<file path="config.mk">
export PLATFORM = sky130hd
export DESIGN_NAME = aes_text_out_unloader_flat
export DESIGN_NICKNAME = d
export VERILOG_FILES = /design/src/rtl/aes_text_out_unloader_if.sv /design/src/rtl/aes_text_out_unloader.sv /design/src/flat_wrapper.sv
export SDC_FILE = /design/constraint.sdc
export NUM_CORES = 1
export LEC_CHECK = 0
export ABC_CLOCK_PERIOD_IN_PS = 2200
export CAP_MARGIN = 10
export CORE_MARGIN = 3
export CORE_UTILIZATION = 55
export DETAILED_ROUTE_END_ITERATION = 12
export GPL_TIMING_DRIVEN = 1
export PLACE_DENSITY = 0.8
export SLEW_MARGIN = 20
export SYNTH_ARGS = -nofsm -noshare
export SYNTH_HDL_FRONTEND = slang
export SYNTH_SLANG_ARGS = --single-unit
</file>
<file path="constraint.sdc">
create_clock -name clk -period 2.2 [get_ports clk]
set_input_delay 0.44 -clock clk [delete_from_list [all_inputs] [get_ports clk]]
set_output_delay 0.44 -clock clk [all_outputs]
set_load 0.05 [all_outputs]
</file>
<file path="src/rtl/aes_text_out_unloader_if.sv">
// Output beat stream of the AES text_out unloader: valid/ready handshake with
// the beat payload and an end-of-block marker.
interface aes_text_out_unloader_if #(
    parameter int OUT_W = 32
);
    logic             out_valid;
    logic             out_ready;
    logic [OUT_W-1:0] out_data;
    logic             out_last;

    modport master (
        output out_valid,
        output out_data,
        output out_last,
        input  out_ready
    );

    modport slave (
        input  out_valid,
        input  out_data,
        input  out_last,
        output out_ready
    );
endinterface

</file>
<file path="src/rtl/aes_text_out_unloader.sv">
// Captures the 128-bit AES ciphertext on done and streams it out MSW-first as
// OUT_W-bit beats, with a one-deep pending slot and a sticky overrun flag.
//
// state | meaning
// IDLE  | nothing to send, out_valid low, out_data forced to zero
// SEND  | shadow is being streamed, cnt selects the current beat
module aes_text_out_unloader #(
    parameter int DATA_W = 128,
    parameter int OUT_W  = 32
) (
    input  logic                   clk,
    input  logic                   rst,
    input  logic                   done,
    input  logic [DATA_W-1:0]      text_out,
    aes_text_out_unloader_if.master out_if,
    output logic                   busy,
    output logic                   overrun
);
    localparam int BEATS = DATA_W / OUT_W;
    localparam int CNT_W = (BEATS > 1) ? $clog2(BEATS) : 1;
    localparam logic [CNT_W-1:0] LAST_BEAT = CNT_W'(BEATS - 1);

    typedef enum logic {
        IDLE = 1'b0,
        SEND = 1'b1
    } state_t;

    state_t              state, state_n;
    logic [CNT_W-1:0]    cnt, cnt_n;
    logic [DATA_W-1:0]   shadow, shadow_n;
    logic                pend_valid, pend_valid_n;
    logic [DATA_W-1:0]   pend_data, pend_data_n;
    logic                overrun_q, overrun_n;
    logic [DATA_W-1:0]   shifted;
    logic                hs;
    logic                block_end;

    assign shifted   = shadow << (OUT_W * cnt);
    assign hs        = (state == SEND) && out_if.out_ready;
    assign block_end = hs && (cnt == LAST_BEAT);

    assign out_if.out_valid = (state == SEND);
    assign out_if.out_data  = (state == SEND) ? shifted[DATA_W-1 -: OUT_W] : '0;
    assign out_if.out_last  = (state == SEND) && (cnt == LAST_BEAT);
    assign busy             = (state == SEND) || pend_valid;
    assign overrun          = overrun_q;

    always_ff @(posedge clk) begin
        if (rst) begin
            state      <= IDLE;
            cnt        <= '0;
            shadow     <= '0;
            pend_valid <= 1'b0;
            pend_data  <= '0;
            overrun_q  <= 1'b0;
        end else begin
            state      <= state_n;
            cnt        <= cnt_n;
            shadow     <= shadow_n;
            pend_valid <= pend_valid_n;
            pend_data  <= pend_data_n;
            overrun_q  <= overrun_n;
        end
    end

    always_comb begin
        state_n      = state;
        cnt_n        = cnt;
        shadow_n     = shadow;
        pend_valid_n = pend_valid;
        pend_data_n  = pend_data;
        overrun_n    = overrun_q;

        unique case (state)
            IDLE: begin
                if (done) begin
                    shadow_n = text_out;
                    cnt_n    = '0;
                    state_n  = SEND;
                end
            end
            SEND: begin
                if (block_end) begin
                    cnt_n = '0;
                    // Pending block takes priority; a coincident done refills the slot.
                    if (pend_valid) begin
                        shadow_n = pend_data;
                        if (done) begin
                            pend_data_n = text_out;
                        end else begin
                            pend_valid_n = 1'b0;
                        end
                    end else if (done) begin
                        shadow_n = text_out;
                    end else begin
                        state_n = IDLE;
                    end
                end else begin
                    if (hs) begin
                        cnt_n = cnt + 1'b1;
                    end
                    if (done) begin
                        if (!pend_valid) begin
                            pend_data_n  = text_out;
                            pend_valid_n = 1'b1;
                        end else begin
                            overrun_n = 1'b1;
                        end
                    end
                end
            end
            default: state_n = IDLE;
        endcase
    end
endmodule
</file>
<file path="src/flat_wrapper.sv">
// flat-port wrapper written by rule: the top's interface ports become plain ports
module aes_text_out_unloader_flat 
#(
    parameter int DATA_W = 128,
    parameter int OUT_W  = 32
)
  (clk, rst, done, text_out, busy, overrun, out_if_out_valid, out_if_out_data, out_if_out_last, out_if_out_ready);
  aes_text_out_unloader_if #(.OUT_W(OUT_W)) out_if_i ();
  input  logic clk;
  input  logic rst;
  input  logic done;
  input  logic [DATA_W-1:0] text_out;
  output logic busy;
  output logic overrun;
  output wire logic [$bits(out_if_i.out_valid)-1:0] out_if_out_valid;
  output wire logic [$bits(out_if_i.out_data)-1:0] out_if_out_data;
  output wire logic [$bits(out_if_i.out_last)-1:0] out_if_out_last;
  input wire logic [$bits(out_if_i.out_ready)-1:0] out_if_out_ready;
  assign out_if_out_valid = out_if_i.out_valid;
  assign out_if_out_data = out_if_i.out_data;
  assign out_if_out_last = out_if_i.out_last;
  assign out_if_i.out_ready = out_if_out_ready;
  aes_text_out_unloader #(.DATA_W(DATA_W), .OUT_W(OUT_W)) u_core (.clk(clk), .rst(rst), .done(done), .text_out(text_out), .out_if(out_if_i), .busy(busy), .overrun(overrun));
endmodule
</file>
==> flow_summary.yaml <==
setup_path:
  critPathKind: "reg -> out"
  rrSetupSlack_ns: 0.17
  startpoint_type: "flip-flop"
  crit_fanout: 7
  end_kind: "output port"
  worstPathRequired_ns: 1.76
  path_cells: "buf_12 -> buf_16 -> mux4_2 -> and2_4 -> buf_12"
  critPathMostFrequentCell: "buf_12"
  critPathMaxStageDelay_ns: 0.51
  crit_arrival_ns: 2.05
  critical-path-slowest-cell: "mux4_2"
power_and_ir_drop:
  peakVddDrop_mv: 0.6149
  switching_share_pct: 26.34
  pwr-share-clk_pct: 41.6
  p_comb_share_pct: 14.3
  seqPwrFrac_pct: 44.1
  power_leakage_nw: 5.503
  intPower_mw: 8.600
  power_density_mw_per_mm2: 768.4
  p_switching_mw: 3.075
floorplan:
  core_mm2: 0.02109
  fp-row-count: 53
  die_h_um: 152.6
  initial_core_util_pct: 56.05
  ios: 168
  die_area_mm2: 0.02329
  die_w_um: 152.6
clock_tree:
  cts_hold_buf: 0
  numCtsBuffers: 27
  cts_tree: "done"
  ctsRootBufferMaster: "clkbuf_16"
  clk_path_buf_depth: 3
  clock_latency_ns: 0.54
  clock_sinks: 261
  path_clk_slew_ns: 0.06
  h-tree-depth: 1
sta:
  maxSlewHeadroom_pct: 64.66
  final_max_slew_viol_count: 0
  hold_viol_final: 0
  clock_skew_ns: 0.01363
  setup_ws_ns: -0.2900
  finalSetupViolations: 33
  tightest_slew_ns: 0.5302
  setup_tns_ns: -7.521
  fmax_mhz: 401.6
  min_period_ns: 2.490
  timing.final.crit_share_pct: 113.2
  rsz0062_at_grt: "true"
final_layout:
  nets: 1749
  fin_util_pct: 72.06
  diodes: 0
  areaGrowthSynthToFinish_pct: 28.56
  drive_gt1_share_pct: 12.22
logic_synthesis:
  yosysUniqueCellTypes: 24
  synthTopCellsByArea: "dfxtp_1 44%, nand2_1 16%, a21oi_1 11%"
  synth.avg_cell_area_um2: 7.787
  synth_nets: 1651
  yosysTopAreaCellShare_pct: 44.20
  yosys_warnings: 0
  ys_seq_area_share_pct: 44.20
  syn_inst: 1518
  synth_top_cell_by_area: "dfxtp_1"
  ys_ff_latch: 261
  syn-cell-area_mm2: 0.01182
placed_design:
  place_ws_ns: 0.06710
  hpwl_um: 24630
  io_buffers: 167
  routabilityCongestion: 0.8825
grt:
  grt_max_degree: 95
  grt_antenna_before_repair: 0
  grt_overflow: 0
  grt_pass1_wl_um: 59310
  globalRouteTotalUtil_pct: 31.28
  grt_pass1_vias: 10830
drt:
  wl_um: 38390
  drcViolationCount: 0
  vias: 11580
  avgViaCountPerCell: 6.056
  drtAntennaViolNets: 0
  drt_first_pass_iters: 6
  drtIter0Drc: 1640
  wl_per_cell_um: 20.08
min_path:
  hold_path.class: "in -> reg"
run_status:
  violations: "setup timing"
  status: "finished with violations"
run:
  maxCapViolCount: 0
-- critical path: cells and delay by family (launching register included) --
kind | cells | cell delay [ns]
buf+inv | 3 | 0.41
flops | 1 | 0.39
mux | 1 | 0.51
simple gates | 1 | 0.19
-- Yosys cell counts --
cell and number:
nand2_1 515, dfxtp_1 261, a21oi_1 259, a21o_1 129
nand3_1 129, buf_2 69, clkbuf_1 46, and2_1 34
mux4_2 32, buf_4 16, buf_1 9, nor2_1 4
a32oi_1 2, buf_6 2, o21ai_0 2, a21boi_2 1
a41oi_1 1, and3_1 1, ha_1 1, inv_1 1
mux2i_1 1, o211a_1 1, o211ai_2 1, or2_2 1
-- sequential cells by signal (all words and copies together) (netlist names) --
register and flops:
u_core.cnt 2, u_core.pend_data 128, u_core.out_if.out_valid 1, u_core.pend_valid 1
u_core.shadow 128, u_core.overrun 1
-- per-layer routing --
metal	share of wire [%]	routed length [um]	GRT usage (%)	vias to the layer above
met4	5.2	2001	14.81	0
li1	-	-	-	5292
met3	9.7	3710	4.771	108
met5	0	0	0	-
met1	39	14790	42.51	5534
met2	47	17890	49.27	645
-- power groups by stage --
stage	Sequential (mW)	Clock, mW	Combinational, mW
finish	5.15	4.86	1.67
global route	5.16	5.08	1.78
CTS	5.13	4.88	1.66
detailed placement	5.23	0	1.60
global placement	5.22	0	1.57
floorplan	5.16	0	0.925
-- timing repair --
item,in CTS,in global routing
gates resized for setup,38,0
pin swaps,7,0
cloned,3,0
setup endpoints to repair,33,33
setup buffers,3,0
-- layout make-up --
class | count | area, um^2
clock buffers | 31 | 730.7
clock inverters | 19 | 222.7
fillers | 1532 | 5892
inverters | 1 | 3.754
multi-input cells | 1114 | 6008
flip-flops and latches | 261 | 5230
well taps | 275 | 344.1
repair buffers | 211 | 2656
-- cells in the final DEF, fill, tap and decap left out, drive strengths merged --
master | netlist | layout
a21boi | 1 | 1
a21o | 129 | 129
a21oi | 259 | 259
a32oi | 2 | 2
a41oi | 1 | 1
and2 | 34 | 34
and3 | 1 | 1
buf | 96 | 81
bufinv | 0 | 4
clkbuf | 46 | 31
clkdlybuf4s50 | 0 | 130
clkinv | 0 | 9
clkinvlp | 0 | 4
dfxtp | 261 | 261
ha | 1 | 1
inv | 1 | 3
mux2i | 1 | 1
mux4 | 32 | 32
nand2 | 515 | 515
nand3 | 129 | 129
nor2 | 4 | 4
o211a | 1 | 1
o211ai | 1 | 1
o21ai | 2 | 2
or2 | 1 | 1
-- path summary, 6_finish.rpt --
| path | end | cells after the start | start |
|---|---|---|---|
| max | out_if_out_data[9] | 5 | u_core.cnt[0] |
| min | u_core.out_if.out_valid | 3 | done |
| min reg2reg | u_core.pend_data[62] | 2 | u_core.pend_data[62] |
| max reg2reg | u_core.pend_data[81] | 7 | u_core.cnt[0] |
-- logic make-up after synthesis --
family	count (synthesis)	share of synthesized area, %
simple gates	684	23.85
compound gates	396	19.75
flops	261	44.20
buf+inv	143	5.907
mux	33	6.182
fa+ha+maj	1	0.1058
-- metrics by stage --
stage	cells	hold slack, ns	area [um^2]	total power [mW]
3_5_place_dp	1858	0.4465	14080	6.828
5_1_grt	1912	0.3105	15200	12.02
3_3_place_gp	1858	0.4399	14080	6.796
6_report	1912	0.3069	15200	11.68
2_1_floorplan	1518	0.4331	11820	6.087
4_1_cts	1914	0.2979	15240	11.68
No activity file was read; power rests on OpenSTA's default activity.
